File: config.mk
export PLATFORM = sky130hd
export DESIGN_NAME = pipe_ctrl_flat
export DESIGN_NICKNAME = d
export VERILOG_FILES = /design/src/rtl/pipe_ctrl_if.sv /design/src/rtl/pipe_ctrl.sv /design/src/flat_wrapper.sv
export SDC_FILE = /design/constraint.sdc
export NUM_CORES = 1
export LEC_CHECK = 0
export CAP_MARGIN = 20
export CORE_MARGIN = 8
export CORE_UTILIZATION = 45
export DETAILED_ROUTE_END_ITERATION = 7
export GPL_TIMING_DRIVEN = 0
export PLACE_DENSITY = 0.76
export SLEW_MARGIN = 20
export SYNTH_ARGS = -nofsm -noshare
export SYNTH_HDL_FRONTEND = slang
export SYNTH_SLANG_ARGS = --single-unit
File: constraint.sdc
create_clock -name clk -period 1.8 [get_ports clk]
set_input_delay 0.18 -clock clk [delete_from_list [all_inputs] [get_ports clk]]
set_output_delay 0.18 -clock clk [all_outputs]
set_load 0.05 [all_outputs]
File: src/rtl/pipe_ctrl_if.sv
// Pipeline control bundle: hazard/memory status in, stage enables, kills and counters out.
// The controller takes the slave modport; the pipeline (or a bench) takes master.
// Purely a wiring container, no storage.
interface pipe_ctrl_if #(
  parameter int CNT_W = 16
);
  logic             hdu_stall;
  logic             branch_taken;
  logic             dmem_req;
  logic             dmem_ready;
  logic             err_clr;
  logic             cnt_clr;
  logic             pc_write;
  logic             ifid_write;
  logic             idex_write;
  logic             exmem_write;
  logic             memwb_write;
  logic             if_kill;
  logic             dec_kill;
  logic             mem_err;
  logic [CNT_W-1:0] stall_cnt;
  logic [CNT_W-1:0] flush_cnt;

  modport slave (
    input  hdu_stall, branch_taken, dmem_req, dmem_ready, err_clr, cnt_clr,
    output pc_write, ifid_write, idex_write, exmem_write, memwb_write,
    output if_kill, dec_kill, mem_err, stall_cnt, flush_cnt
  );

  modport master (
    output hdu_stall, branch_taken, dmem_req, dmem_ready, err_clr, cnt_clr,
    input  pc_write, ifid_write, idex_write, exmem_write, memwb_write,
    input  if_kill, dec_kill, mem_err, stall_cnt, flush_cnt
  );
endinterface

File: src/rtl/pipe_ctrl.sv
// Pipeline stall/flush controller with memory-wait timeout and saturating perf counters.
// Latency: enables/kills are combinational from state and inputs; state and counters update on the edge.
// Backpressure: a pending data-memory access freezes every stage register until ready or timeout.
module pipe_ctrl #(
  parameter int TIMEOUT = 15,
  parameter int CNT_W   = 16
) (
  input  logic       clk,
  input  logic       reset,
  pipe_ctrl_if.slave bus
);

  localparam logic [1:0] ST_RUN  = 2'd0;
  localparam logic [1:0] ST_WAIT = 2'd1;
  localparam logic [1:0] ST_ERR  = 2'd2;

  // Row encoding: {pc, ifid, idex, exmem, memwb, if_kill, dec_kill}
  localparam logic [6:0] ROW_A = 7'b00000_00; // memory stall, freeze everything
  localparam logic [6:0] ROW_B = 7'b11111_11; // taken branch, squash IF/ID and ID/EX
  localparam logic [6:0] ROW_C = 7'b00111_01; // load-use, hold front, bubble into EX
  localparam logic [6:0] ROW_D = 7'b11111_00; // normal advance

  localparam logic [3:0]       TIMEOUT_V = 4'(TIMEOUT);
  localparam logic [CNT_W-1:0] CNT_MAX   = '1;
  localparam logic [CNT_W-1:0] CNT_ONE   = CNT_W'(1);

  logic [1:0]       r_state;
  logic [1:0]       w_state_nxt;
  logic [3:0]       r_wait_cnt;
  logic [3:0]       w_wait_nxt;
  logic [CNT_W-1:0] r_stall_cnt;
  logic [CNT_W-1:0] r_flush_cnt;
  logic [6:0]       w_row;
  logic [6:0]       w_resolve_row;
  logic             w_mem_err;

  // Once memory is not blocking, a taken branch wins over load-use since the stalled instruction is wrong-path.
  always_comb begin
    w_resolve_row = ROW_D;
    if (bus.branch_taken)
      w_resolve_row = ROW_B;
    else if (bus.hdu_stall)
      w_resolve_row = ROW_C;
  end

  // Row selection and next-state; reset forces a full freeze with no error flag.
  always_comb begin
    w_row       = ROW_A;
    w_mem_err   = 1'b0;
    w_state_nxt = r_state;
    w_wait_nxt  = r_wait_cnt;
    if (!reset) begin
      case (r_state)
        ST_RUN: begin
          if (bus.dmem_req && !bus.dmem_ready) begin
            w_row       = ROW_A;
            w_state_nxt = ST_WAIT;
            w_wait_nxt  = 4'd1;
          end else begin
            w_row = w_resolve_row;
          end
        end
        ST_WAIT: begin
          if (!bus.dmem_ready) begin
            w_row = ROW_A;
            if (r_wait_cnt == TIMEOUT_V)
              w_state_nxt = ST_ERR;
            else
              w_wait_nxt = r_wait_cnt + 4'd1;
          end else begin
            w_row       = w_resolve_row;
            w_state_nxt = ST_RUN;
            w_wait_nxt  = 4'd0;
          end
        end
        ST_ERR: begin
          w_row     = ROW_A;
          w_mem_err = 1'b1;
          if (bus.err_clr) begin
            w_state_nxt = ST_RUN;
            w_wait_nxt  = 4'd0;
          end
        end
        default: begin
          w_row       = ROW_A;
          w_state_nxt = ST_RUN;
          w_wait_nxt  = 4'd0;
        end
      endcase
    end
  end

  // FSM state and memory-wait cycle counter.
  always_ff @(posedge clk) begin
    if (reset) begin
      r_state    <= ST_RUN;
      r_wait_cnt <= 4'd0;
    end else begin
      r_state    <= w_state_nxt;
      r_wait_cnt <= w_wait_nxt;
    end
  end

  // Saturating perf counters; a clear beats a same-cycle increment, FSM transitions never touch them.
  always_ff @(posedge clk) begin
    if (reset || bus.cnt_clr) begin
      r_stall_cnt <= '0;
      r_flush_cnt <= '0;
    end else begin
      if (!w_row[6] && (r_stall_cnt != CNT_MAX))
        r_stall_cnt <= r_stall_cnt + CNT_ONE;
      if (w_row[1] && (r_flush_cnt != CNT_MAX))
        r_flush_cnt <= r_flush_cnt + CNT_ONE;
    end
  end

  assign {bus.pc_write, bus.ifid_write, bus.idex_write, bus.exmem_write,
          bus.memwb_write, bus.if_kill, bus.dec_kill} = w_row;
  assign bus.mem_err   = w_mem_err;
  assign bus.stall_cnt = r_stall_cnt;
  assign bus.flush_cnt = r_flush_cnt;

endmodule
File: src/flat_wrapper.sv
// flat-port wrapper written by rule: the top's interface ports become plain ports
module pipe_ctrl_flat 
#(
  parameter int TIMEOUT = 15,
  parameter int CNT_W   = 16
)
  (clk, reset, bus_hdu_stall, bus_branch_taken, bus_dmem_req, bus_dmem_ready, bus_err_clr, bus_cnt_clr, bus_pc_write, bus_ifid_write, bus_idex_write, bus_exmem_write, bus_memwb_write, bus_if_kill, bus_dec_kill, bus_mem_err, bus_stall_cnt, bus_flush_cnt);
  pipe_ctrl_if #(.CNT_W(CNT_W)) bus_i ();
  input  logic clk;
  input  logic reset;
  input wire logic [$bits(bus_i.hdu_stall)-1:0] bus_hdu_stall;
  input wire logic [$bits(bus_i.branch_taken)-1:0] bus_branch_taken;
  input wire logic [$bits(bus_i.dmem_req)-1:0] bus_dmem_req;
  input wire logic [$bits(bus_i.dmem_ready)-1:0] bus_dmem_ready;
  input wire logic [$bits(bus_i.err_clr)-1:0] bus_err_clr;
  input wire logic [$bits(bus_i.cnt_clr)-1:0] bus_cnt_clr;
  output wire logic [$bits(bus_i.pc_write)-1:0] bus_pc_write;
  output wire logic [$bits(bus_i.ifid_write)-1:0] bus_ifid_write;
  output wire logic [$bits(bus_i.idex_write)-1:0] bus_idex_write;
  output wire logic [$bits(bus_i.exmem_write)-1:0] bus_exmem_write;
  output wire logic [$bits(bus_i.memwb_write)-1:0] bus_memwb_write;
  output wire logic [$bits(bus_i.if_kill)-1:0] bus_if_kill;
  output wire logic [$bits(bus_i.dec_kill)-1:0] bus_dec_kill;
  output wire logic [$bits(bus_i.mem_err)-1:0] bus_mem_err;
  output wire logic [$bits(bus_i.stall_cnt)-1:0] bus_stall_cnt;
  output wire logic [$bits(bus_i.flush_cnt)-1:0] bus_flush_cnt;
  assign bus_i.hdu_stall = bus_hdu_stall;
  assign bus_i.branch_taken = bus_branch_taken;
  assign bus_i.dmem_req = bus_dmem_req;
  assign bus_i.dmem_ready = bus_dmem_ready;
  assign bus_i.err_clr = bus_err_clr;
  assign bus_i.cnt_clr = bus_cnt_clr;
  assign bus_pc_write = bus_i.pc_write;
  assign bus_ifid_write = bus_i.ifid_write;
  assign bus_idex_write = bus_i.idex_write;
  assign bus_exmem_write = bus_i.exmem_write;
  assign bus_memwb_write = bus_i.memwb_write;
  assign bus_if_kill = bus_i.if_kill;
  assign bus_dec_kill = bus_i.dec_kill;
  assign bus_mem_err = bus_i.mem_err;
  assign bus_stall_cnt = bus_i.stall_cnt;
  assign bus_flush_cnt = bus_i.flush_cnt;
  pipe_ctrl #(.TIMEOUT(TIMEOUT), .CNT_W(CNT_W)) u_core (.clk(clk), .reset(reset), .bus(bus_i));
endmodule
==> flow_metrics.env <==
export IMPL_wl_per_cell_um=17.4
export IMPL_drcViolationCount=0
export IMPL_firstDrtPassIters=4
export IMPL_switching_share_pct=27.6
export IMPL_cp_required_ns=2.03
export IMPL_clock_latency_ns=0.30
export IMPL_start_util_pct=46.0
export IMPL_postLayoutSetupSlackWorst_ns=-0.163
export IMPL_routabilityCongestion=0.848
export IMPL_synth_area_leaders="dfxtp_1 (36%), a21oi_1 (6.6%), or4_1 (6.3%)"
export IMPL_grt_max_degree=12
export IMPL_p_switching_uw=458
export IMPL_track_usage_pct=17.9
export IMPL_nFillCells=375
export IMPL_cp_end_kind="register"
export IMPL_slowest_stage="or4_4"
export IMPL_die_y_um=84.8
export IMPL_tightest_slew_ns=0.688
export IMPL_outcome="complete, but fails checks"
export IMPL_syn_nets=271
export IMPL_fin_nets=340
export IMPL_cp_arrival_ns=2.19
export IMPL_leakagePower_uw=0.00107
export IMPL_cp_slowest_stage_delay_ns=0.55
export IMPL_cts_root_buf="clkbuf_8"
export IMPL_critical_path_top_delay_family="simple AND/OR/NAND/NOR gates"
export IMPL_max_cap_viol_count=0
export IMPL_dieArea_um2=7190
export IMPL_hold_buffers=0
export IMPL_ys_top_cells_by_count="dfxtp_1 (38), a21oi_1 (28), nand2_1 (20)"
export IMPL_coreArea_um2=4630
export IMPL_wl_mm=6.67
export IMPL_crit_path_cell_trace="or3b_4, or4_4, or4_4, a21oi_2"
export IMPL_holdWs_ns=0.456
export IMPL_yosysSeqAreaShare_pct=35.7
export IMPL_antenna_found_initial=0
export IMPL_io_pins=48
export IMPL_ys_types=42
export IMPL_critical_path_class="reg -> reg"
export IMPL_grt_pass1_wl_mm=10.7
export IMPL_grt_ovfl_total=0
export IMPL_rows=25
export IMPL_dp_hpwl_mm=4.38
export IMPL_netlist_instances=260
export IMPL_drive_gt1_share_pct=34.2
export IMPL_fmax_mhz=509
export IMPL_clkPwrFrac_pct=34.9
export IMPL_yosysTopAreaCell="dfxtp_1"
export IMPL_ir_drop_mv=0.400
export IMPL_worstSetupStartpointType="register"
export IMPL_p_int_uw=1200
export IMPL_p_per_area_nw_per_um2=520
export IMPL_synth_most_common_cell="dfxtp_1"
export IMPL_synth_top_cell_area_share_pct=35.7
export IMPL_syn_to_final_growth_pct=50.0
export IMPL_ys_ff_latch=38
export IMPL_violations="setup timing"
export IMPL_antenna_cells=0
export IMPL_final_antenna_net_count=0
export IMPL_clock_skew_ns=0.00834
export IMPL_maxSlewViolCount=0
export IMPL_rsz0062_at_grt="yes"
export IMPL_async_flop_share_pct=0
export IMPL_syn_avg_cell_area_um2=8.20
export IMPL_setup_viol=3
export IMPL_yosysWarnings=0
export IMPL_htreeDepth=2
export IMPL_period_needed_ns=1.96
export IMPL_cts_sinks=38
export IMPL_ys_flop_type="dfxtp_1"
export IMPL_crit_top_cell="or4_4"
export IMPL_cts_buffers=5
export IMPL_hp_class="in -> reg"
export IMPL_path_max_fanout=5
export IMPL_vias=2378
export IMPL_period_share_pct=109
export IMPL_drt_iter0_markers=163
export IMPL_slew_headroom_pct=53.9
export IMPL_path_clk_slew_ns=0.07
export IMPL_vias_per_cell=6.19
export IMPL_grt_pass1_vias=2247
export IMPL_pwr_share_comb_pct=14.4
export IMPL_pwr_share_seq_pct=50.7
export IMPL_netlist_area_um2=2130
export IMPL_cts_tree="built"
export IMPL_synth_edff_count=0
export IMPL_crit_buf_inv=0
export IMPL_die_width_um=84.8
export IMPL_fin_tns_setup_ns=-0.361
export IMPL_portBuffers=47
export IMPL_hold_violations=0
export IMPL_clockBufferDepth=2
tightest hold or removal path, stage by stage:
cell and delay, ns:
dlygate4sd2_1 0.30, o21ai_0 0.18, a211oi_1 0.05
state kept, by name (all words and copies together), names as in the netlist:
signal                flops
u_core.bus.stall_cnt     16
u_core.bus.flush_cnt     16
u_core.r_state            2
u_core.r_wait_cnt         4
cell usage in the layout, fill, tap and decap left out, types with 4 or more instances in the layout:
master / Yosys / final
a21oi_1: 28 / 23
a21oi_2: 0 / 5
and3_1: 5 / 5
buf_2: 0 / 4
buf_4: 5 / 22
buf_6: 1 / 4
clkbuf_1: 11 / 6
clkbuf_8: 1 / 8
clkdlybuf4s50_1: 0 / 31
dfxtp_1: 38 / 7
dfxtp_2: 0 / 22
dfxtp_4: 0 / 9
dlygate4sd2_1: 0 / 5
inv_1: 7 / 6
mux2i_1: 7 / 7
nand2_1: 20 / 19
nand3_1: 19 / 18
nand4_1: 9 / 9
nor2_1: 5 / 5
nor3_1: 6 / 5
nor4_4: 0 / 6
o21ai_0: 10 / 10
o31ai_1: 15 / 14
or3_1: 12 / 11
or4_1: 18 / 11
or4_4: 1 / 8
logic make-up after synthesis:
family,after synthesis,share of synthesized area [%]
AO/OA/AOI/OAI,70,20.8
adder cells (fa/ha/maj),3,1.76
buffers and inverters,26,6.28
flip-flops,38,35.7
multiplexers,7,3.29
AND/OR/NAND/NOR,116,32.1
per-layer routing:
layer / share of wire, % / wire length (um) / track usage [%] / up-vias
met4: 1.1 / 74 / 6.80 / 0
met1: 41 / 2760 / 20.3 / 1167
met2: 52 / 3480 / 30.6 / 55
met5: 0 / 0 / 0 / -
met3: 5.2 / 345 / 5.60 / 8
li1: - / - / - / 1148
metrics by stage:
stage	worst slack, ns	power [uW]	util [%]	area, um2	instances
floorplan	-0.163	1010	-	2290	260
global placement	-1.29	1070	61.0	2830	361
detailed placement	-1.33	1080	61.0	2830	361
CTS	-0.162	1670	66.6	3090	381
global route	-0.195	1730	69.1	3200	384
finish	-0.163	1660	69.1	3200	384
repair_timing:
action,CTS,global route
pin swaps,11,10
endpoints found under the setup margin,36,24
gates resized for setup,71,28
buffers inserted,16,5
worst paths after layout:
kind,endpoint,slack (ns),startpoint,depth (start not counted)
hold / removal,u_core.r_state[0]$_SDFFE_PP0P_,0.46,bus_dmem_req,3
setup reg to reg,u_core.bus.flush_cnt[11]$_SDFFE_PP0P_,-0.16,u_core.r_state[1]$_SDFFE_PP0P_,4
hold reg to reg,u_core.bus.stall_cnt[11]$_SDFFE_PP0P_,0.48,u_core.bus.stall_cnt[11]$_SDFFE_PP0P_,2
setup / recovery,u_core.bus.flush_cnt[11]$_SDFFE_PP0P_,-0.16,u_core.r_state[1]$_SDFFE_PP0P_,4
layout make-up:
cell class	instances	area [um2]	share of cell area, %
multi-input combinational	196	1470	46.0
buffer	12	93.8	2.94
tap	54	67.6	2.11
sequential	38	822	25.7
timing repair buffer	68	628	19.6
clock buffer	8	80.1	2.50
inverter	8	35.0	1.10
power groups by stage:
stage / sequential, uW / clock (uW) / combinational [uW]
6_report: 843 / 581 / 239
5_1_grt: 843 / 631 / 254
4_1_cts: 843 / 587 / 236
3_5_place_dp: 863 / 0 / 214
3_3_place_gp: 863 / 0 / 211
2_1_floorplan: 872 / 0 / 134
Note: power is estimated with default switching activity, not from simulation.
